<file path="src/rtl/serial_fixed_adder_pkg.sv">
// Shared fixed-point constants and FSM state encoding for the serial arithmetic stages.
`timescale 1ns/1ps
package serial_fixed_adder_pkg;

  localparam int FP_WIDTH   = 32;
  localparam int DIGIT_BITS = 2;

  typedef enum logic [1:0] {
    ST_IDLE = 2'd0,
    ST_BUSY = 2'd1,
    ST_DONE = 2'd2
  } state_t;

  function automatic int digit_count(input int width);
    return width / DIGIT_BITS;
  endfunction

endpackage

</file>
<file path="src/rtl/serial_fixed_adder_if.sv">
// Operand/result handshake bundle between the integrator control and the serial adder.
`timescale 1ns/1ps
interface serial_fixed_adder_if
  import serial_fixed_adder_pkg::*;
#(
  parameter int WIDTH = FP_WIDTH
);

  logic             i_valid;
  logic             o_ready;
  logic [WIDTH-1:0] i_op_a;
  logic [WIDTH-1:0] i_op_b;
  logic             i_sub;
  logic             o_valid;
  logic             i_ready;
  logic [WIDTH-1:0] o_result;
  logic             o_carry;
  logic             o_overflow;

  modport master (
    output i_valid, i_op_a, i_op_b, i_sub, i_ready,
    input  o_ready, o_valid, o_result, o_carry, o_overflow
  );

  modport slave (
    input  i_valid, i_op_a, i_op_b, i_sub, i_ready,
    output o_ready, o_valid, o_result, o_carry, o_overflow
  );

endinterface

</file>
<file path="src/rtl/serial_fixed_adder_adder_block.sv">
// One-digit (2-bit) ripple adder; also exposes the carry into the upper bit for overflow detection.
`timescale 1ns/1ps
module adder_block
  import serial_fixed_adder_pkg::*;
(
  input  logic [DIGIT_BITS-1:0] a_i,
  input  logic [DIGIT_BITS-1:0] b_i,
  input  logic                  cin_i,
  output logic [DIGIT_BITS:0]   result_o,
  output logic                  intermediate_carry_o
);

  logic [DIGIT_BITS:0] carry;

  assign carry[0] = cin_i;

  generate
    for (genvar gi = 0; gi < DIGIT_BITS; gi++) begin : g_bit
      assign result_o[gi]  = a_i[gi] ^ b_i[gi] ^ carry[gi];
      assign carry[gi + 1] = (a_i[gi] & b_i[gi]) | (carry[gi] & (a_i[gi] ^ b_i[gi]));
    end
  endgenerate

  assign result_o[DIGIT_BITS]  = carry[DIGIT_BITS];
  assign intermediate_carry_o  = carry[DIGIT_BITS-1];

endmodule

</file>
<file path="src/rtl/serial_fixed_adder.sv">
// Digit-serial two's-complement add/subtract: feeds one 2-bit digit per cycle through
// adder_block and presents the wrapped result with carry and signed-overflow flags.
`timescale 1ns/1ps
module serial_fixed_adder
  import serial_fixed_adder_pkg::*;
#(
  parameter int WIDTH = FP_WIDTH
)
(
  input  logic                i_clk,
  input  logic                i_rst,
  serial_fixed_adder_if.slave bus
);

  localparam int            DIGITS = digit_count(WIDTH);
  localparam int            CW     = $clog2(DIGITS);
  localparam logic [CW-1:0] LAST   = CW'(DIGITS - 1);

  state_t           state_q, state_d;
  logic [WIDTH-1:0] a_q, a_d;
  logic [WIDTH-1:0] b_q, b_d;
  logic [WIDTH-1:0] acc_q, acc_d;
  logic [WIDTH-1:0] res_q, res_d;
  logic [CW-1:0]    cnt_q, cnt_d;
  logic             cy_q, cy_d;
  logic             carry_q, carry_d;
  logic             ovf_q, ovf_d;

  logic [DIGIT_BITS:0] digit_sum;
  logic                int_carry;

  adder_block u_adder_block (
    .a_i                  (a_q[DIGIT_BITS-1:0]),
    .b_i                  (b_q[DIGIT_BITS-1:0]),
    .cin_i                (cy_q),
    .result_o             (digit_sum),
    .intermediate_carry_o (int_carry)
  );

  always_ff @(posedge i_clk or posedge i_rst) begin
    if (i_rst) begin
      state_q <= ST_IDLE;
      a_q     <= '0;
      b_q     <= '0;
      acc_q   <= '0;
      res_q   <= '0;
      cnt_q   <= '0;
      cy_q    <= 1'b0;
      carry_q <= 1'b0;
      ovf_q   <= 1'b0;
    end else begin
      state_q <= state_d;
      a_q     <= a_d;
      b_q     <= b_d;
      acc_q   <= acc_d;
      res_q   <= res_d;
      cnt_q   <= cnt_d;
      cy_q    <= cy_d;
      carry_q <= carry_d;
      ovf_q   <= ovf_d;
    end
  end

  always_comb begin
    state_d = state_q;
    a_d     = a_q;
    b_d     = b_q;
    acc_d   = acc_q;
    res_d   = res_q;
    cnt_d   = cnt_q;
    cy_d    = cy_q;
    carry_d = carry_q;
    ovf_d   = ovf_q;

    case (state_q)
      ST_IDLE: begin
        if (bus.i_valid) begin
          // Subtraction is A + ~B + 1: invert B here and seed the carry with 1.
          a_d     = bus.i_op_a;
          b_d     = bus.i_sub ? ~bus.i_op_b : bus.i_op_b;
          cy_d    = bus.i_sub;
          cnt_d   = '0;
          state_d = ST_BUSY;
        end
      end
      ST_BUSY: begin
        cy_d  = digit_sum[DIGIT_BITS];
        acc_d = {digit_sum[DIGIT_BITS-1:0], acc_q[WIDTH-1:DIGIT_BITS]};
        a_d   = a_q >> DIGIT_BITS;
        b_d   = b_q >> DIGIT_BITS;
        cnt_d = cnt_q + CW'(1);
        if (cnt_q == LAST) begin
          // Outputs are only updated here so they stay frozen while the next operand streams.
          res_d   = acc_d;
          carry_d = digit_sum[DIGIT_BITS];
          ovf_d   = digit_sum[DIGIT_BITS] ^ int_carry;
          cnt_d   = '0;
          state_d = ST_DONE;
        end
      end
      ST_DONE: begin
        if (bus.i_ready) begin
          state_d = ST_IDLE;
        end
      end
      default: begin
        state_d = ST_IDLE;
      end
    endcase
  end

  assign bus.o_ready    = (state_q == ST_IDLE);
  assign bus.o_valid    = (state_q == ST_DONE);
  assign bus.o_result   = res_q;
  assign bus.o_carry    = carry_q;
  assign bus.o_overflow = ovf_q;

endmodule
</file>
<file path="src/flat_wrapper.sv">
// flat-port wrapper written by rule: the top's interface ports become plain ports
module serial_fixed_adder_flat import serial_fixed_adder_pkg::*;
#(
  parameter int WIDTH = FP_WIDTH
)
  (i_clk, i_rst, bus_i_valid, bus_i_op_a, bus_i_op_b, bus_i_sub, bus_i_ready, bus_o_ready, bus_o_valid, bus_o_result, bus_o_carry, bus_o_overflow);
  serial_fixed_adder_if #(.WIDTH(WIDTH)) bus_i ();
  input  logic i_clk;
  input  logic i_rst;
  input wire logic [$bits(bus_i.i_valid)-1:0] bus_i_valid;
  input wire logic [$bits(bus_i.i_op_a)-1:0] bus_i_op_a;
  input wire logic [$bits(bus_i.i_op_b)-1:0] bus_i_op_b;
  input wire logic [$bits(bus_i.i_sub)-1:0] bus_i_sub;
  input wire logic [$bits(bus_i.i_ready)-1:0] bus_i_ready;
  output wire logic [$bits(bus_i.o_ready)-1:0] bus_o_ready;
  output wire logic [$bits(bus_i.o_valid)-1:0] bus_o_valid;
  output wire logic [$bits(bus_i.o_result)-1:0] bus_o_result;
  output wire logic [$bits(bus_i.o_carry)-1:0] bus_o_carry;
  output wire logic [$bits(bus_i.o_overflow)-1:0] bus_o_overflow;
  assign bus_i.i_valid = bus_i_valid;
  assign bus_i.i_op_a = bus_i_op_a;
  assign bus_i.i_op_b = bus_i_op_b;
  assign bus_i.i_sub = bus_i_sub;
  assign bus_i.i_ready = bus_i_ready;
  assign bus_o_ready = bus_i.o_ready;
  assign bus_o_valid = bus_i.o_valid;
  assign bus_o_result = bus_i.o_result;
  assign bus_o_carry = bus_i.o_carry;
  assign bus_o_overflow = bus_i.o_overflow;
  serial_fixed_adder #(.WIDTH(WIDTH)) u_core (.i_clk(i_clk), .i_rst(i_rst), .bus(bus_i));
endmodule
</file>
<file path="config.mk">
export PLATFORM = sky130hd
export DESIGN_NAME = serial_fixed_adder_flat
export DESIGN_NICKNAME = d
export VERILOG_FILES = /design/src/rtl/serial_fixed_adder_pkg.sv /design/src/rtl/serial_fixed_adder_if.sv /design/src/rtl/serial_fixed_adder_adder_block.sv /design/src/rtl/serial_fixed_adder.sv /design/src/flat_wrapper.sv
export SDC_FILE = /design/constraint.sdc
export NUM_CORES = 1
export LEC_CHECK = 0
export BUFFER_PORTS_ARGS = -buffer_cell sky130_fd_sc_hd__clkbuf_2
export CAP_MARGIN = 10
export CORE_AREA = 5 5 112 114
export CTS_CLUSTER_DIAMETER = 150
export DETAILED_ROUTE_END_ITERATION = 8
export DIE_AREA = 0 0 117 119
export PLACE_DENSITY_LB_ADDON = 0.3
export SYNTH_ARGS = -nofsm -noshare
export SYNTH_HDL_FRONTEND = slang
export SYNTH_SLANG_ARGS = --single-unit
</file>
<file path="constraint.sdc">
create_clock -name i_clk -period 4.2 [get_ports i_clk]
set_input_delay 0.21 -clock i_clk [delete_from_list [all_inputs] [get_ports i_clk]]
set_output_delay 0.21 -clock i_clk [all_outputs]
set_load 0.05 [all_outputs]
</file>
==> key figures <==
Clock tree
  – H-tree depth: 4
  – CTS clock-pin slew for the worst setup and hold paths: 0.06 ns
  – Clk_lat worst skew: 0.41 ns
  – Cts bufs inserted: 17
  – CTS Sinks: 135
  – TritonCTS clock tree: done
  – Root Driver: clkbuf_16
  – Clk buf depth: 2

Detailed routing
  – Via count: 4588
  – DRT Pass-1 Iters: 4
  – Post-DR vias/cell: 5.64
  – Final ANT Viol Nets: 0
  – Final wirelength: 13300 um
  – Remaining DRCs: 0
  – Starting DRC count in detailed routing: 395
  – Wire length per cell: 16.3 um

Worst setup path
  – Critical path launch point: u_core.state_q[1]$_DFFE_PP0P_
  – Slowest stage delay, CP: 0.85 ns
  – Endpoint type of the worst setup path: primary output
  – Worst path bufs/invs: 3
  – CP Capture Point: bus_o_valid
  – Data arrival, critical path: 2.22 ns
  – Reg2Reg Capture Point: u_core.b_q[21]$_DFFE_PP0P_
  – Slowest-stage cell, CP: dfrtp_2
  – Crit path cell chain: buf_4 > nand2_1 > inv_1 > clkbuf_2
  – Reg2reg setup slack: 1.80 ns
  – Crit path kind: reg -> out
  – WP depth: 4
  – Crit path max fanout: 38
  – Cell family with most CP delay: flip-flops
  – RR Startpoint: u_core.state_q[0]$_DFFE_PP0P_
  – Startpoint types: register
  – R2r worst-path depth: 4
  – CP Data Required Time: 3.99 ns

Synth
  – Post-synth top flop: dfrtp_1
  – Asr flop ratio synth: 100%
  – Flops & latches, synth: 135
  – Mapped Cells: 574
  – Mapped Nets: 646
  – Synthesized area per cell: 10.9 sq um
  – Yosys top cell by area: dfrtp_1
  – Register area share after synthesis: 54.2%
  – EDFF count, synth: 0
  – Synth unique cells: 36
  – Yosys warning total: 0
  – Main area contributors after synthesis: dfrtp_1 (54%), nand2_1 (7.5%), mux2_4 (6.0%)
  – Syn Std Cell Area: 6230 sq um
  – Area share of the leading cell type in the synthesized netlist: 54.2%

Power and ir drop
  – Peak VDD IR: 0.000490 V
  – P_leak: 3.57 nW
  – Total Power: 5.67 mW
  – Power Density: 770 nW/um^2

STA
  – Slew Limit Fails: 0
  – Worst Tran Pin Value: 1.06 ns
  – Rel. slew slack: 29.1%
  – Fin. Hold Viols: 1
  – Final Worst Setup Slack: 1.77 ns
  – Tmin final: 2.43 ns
  – Highest Clock Rate: 411 MHz
  – Crit share post-route: 58.0%
  – Final setup viols: 0
  – TNS Setup: 0 ns
  – Clock Skews: 0.00855 ns
  – WHS: -0.000124 ns
  – RSZ-0062 raised after global routing: false

Place
  – Placed Instance Area: 6730 sq um
  – Dpl cells: 779
  – Post-DP HPWL: 8380 um
  – Pre-CTS setup slack: 1.84 ns
  – Routability cong.: 0.825
  – Port Buf Inserts: 104

Finish
  – Final cell count without fillers: 813
  – Most frequent cells in the layout: dfrtp_1 (133), nand2_1 (124), clkbuf_2 (104), o21ai_0 (45), inv_1 (34)
  – Most common cell after layout, fill and taps aside: dfrtp_1
  – Nets: 728
  – Post-route cell area: 7350 sq um
  – Synthesis-to-finish area growth: 18.0%
  – Layout cells sized above 1: 26.5%

GRT
  – Initial antenna violation count: 1
  – Total GRT Usage: 19.7%
  – Largest net degree at the start of global routing: 104
  – Vias in the first global route: 4548
  – Total gr overflow: 0
  – Global-route wire length before repair: 22000 um

Floorplanning
  – Die area: 13900 sq um
  – Starting density of the core: 55.1%
  – Core area: 11300 sq um
  – Chip Height: 119 um
  – Die X: 117 um
  – Io pins: 105
  – Std cell rows: 39

Job
  – Max-Cap Viols: 0

Hold path
  – HP Class: in -> async

Outcome
  – Outcome: complete, but fails checks
  – Failing checks: hold timing
[registers in the layout, summed over array words and instances (netlist names)]
register / count
u_core.a_q: 32
u_core.acc_q: 30
u_core.b_q: 32
u_core.bus.o_carry: 1
u_core.bus.o_overflow: 1
u_core.bus.o_result: 32
u_core.cnt_q: 4
u_core.cy_q: 1
u_core.state_q: 2
[synthesized netlist by cell type, drive strengths merged, types with 4 or more instances]
cell type    n
o32ai       26
nand2      125
dfrtp      135
clkbuf      21
a21oi        5
buf         27
a22oi       32
inv         35
a2bb2oi      4
mux2        30
nor2b        6
o21ai       46
xnor2       31
a221o       26
[power by group]
| group | switching, mW | internal, mW |
|---|---|---|
| registers | 0.389 | 1.81 |
| clock network | 0.527 | 1.02 |
| logic | 1.22 | 0.700 |
| total | 2.14 | 3.53 |
[worst min-delay path by stage]
stage / slack [ns] / depth (start not counted) / from / to
floorplan: 0.32 / 1 / bus_i_ready / u_core.state_q[1]$_DFFE_PP0P_
global placement: 0.40 / 2 / bus_i_ready / u_core.state_q[1]$_DFFE_PP0P_
finish: -0.0001 / 2 / i_rst / u_core.a_q[15]$_DFFE_PP0P_
global route: 0.05 / 2 / bus_i_op_a[30] / u_core.a_q[30]$_DFFE_PP0P_
detailed placement: 0.40 / 2 / bus_i_ready / u_core.state_q[1]$_DFFE_PP0P_
CTS: 0.03 / 2 / i_rst / u_core.bus.o_result[27]$_DFFE_PP0P_
[per-layer routing]
layer | part of all wire, % | global-route usage [%]
met1 | 45 | 27.4
met2 | 48 | 29.9
met3 | 4.9 | 4.82
met4 | 1.9 | 7.38
met5 | 0 | 0
[per-stage QoR]
step	hold WS, ns	util [%]
after CTS	0.0322	64.9
after global placement	0.399	59.4
after detailed placement	0.404	59.4
after global routing	0.0536	65.0
final	-0.000124	65.0
after floorplan	0.317	-
[cell type report]
cell class | count | area, sq um
fillers | 879 | 3970
inverters | 35 | 136
flip-flops and latches | 135 | 3380
clock inverters | 9 | 148
clock buffers | 23 | 468
well taps | 143 | 179
diodes | 1 | 2.50
multi-input cells | 356 | 2460
repair buffers | 111 | 576
[logic make-up after synthesis]
| family | after synthesis | share of synthesized area [%] |
|---|---|---|
| AOI/OAI and AO/OA | 149 | 17.7 |
| xor gates and xnor gates | 33 | 4.64 |
| adders and majority gates | 3 | 0.843 |
| buffers and inverters | 83 | 6.44 |
| DFF | 135 | 54.2 |
| muxes | 30 | 6.92 |
| and+or+nand+nor | 141 | 9.23 |
[what timing repair did]
item	4_1_cts	5_1_grt
setup buffers	0	0
hold endpoints to repair	1	0
hold buffers	1	0
resized for setup	0	0
(Power assumes the default switching activity.)
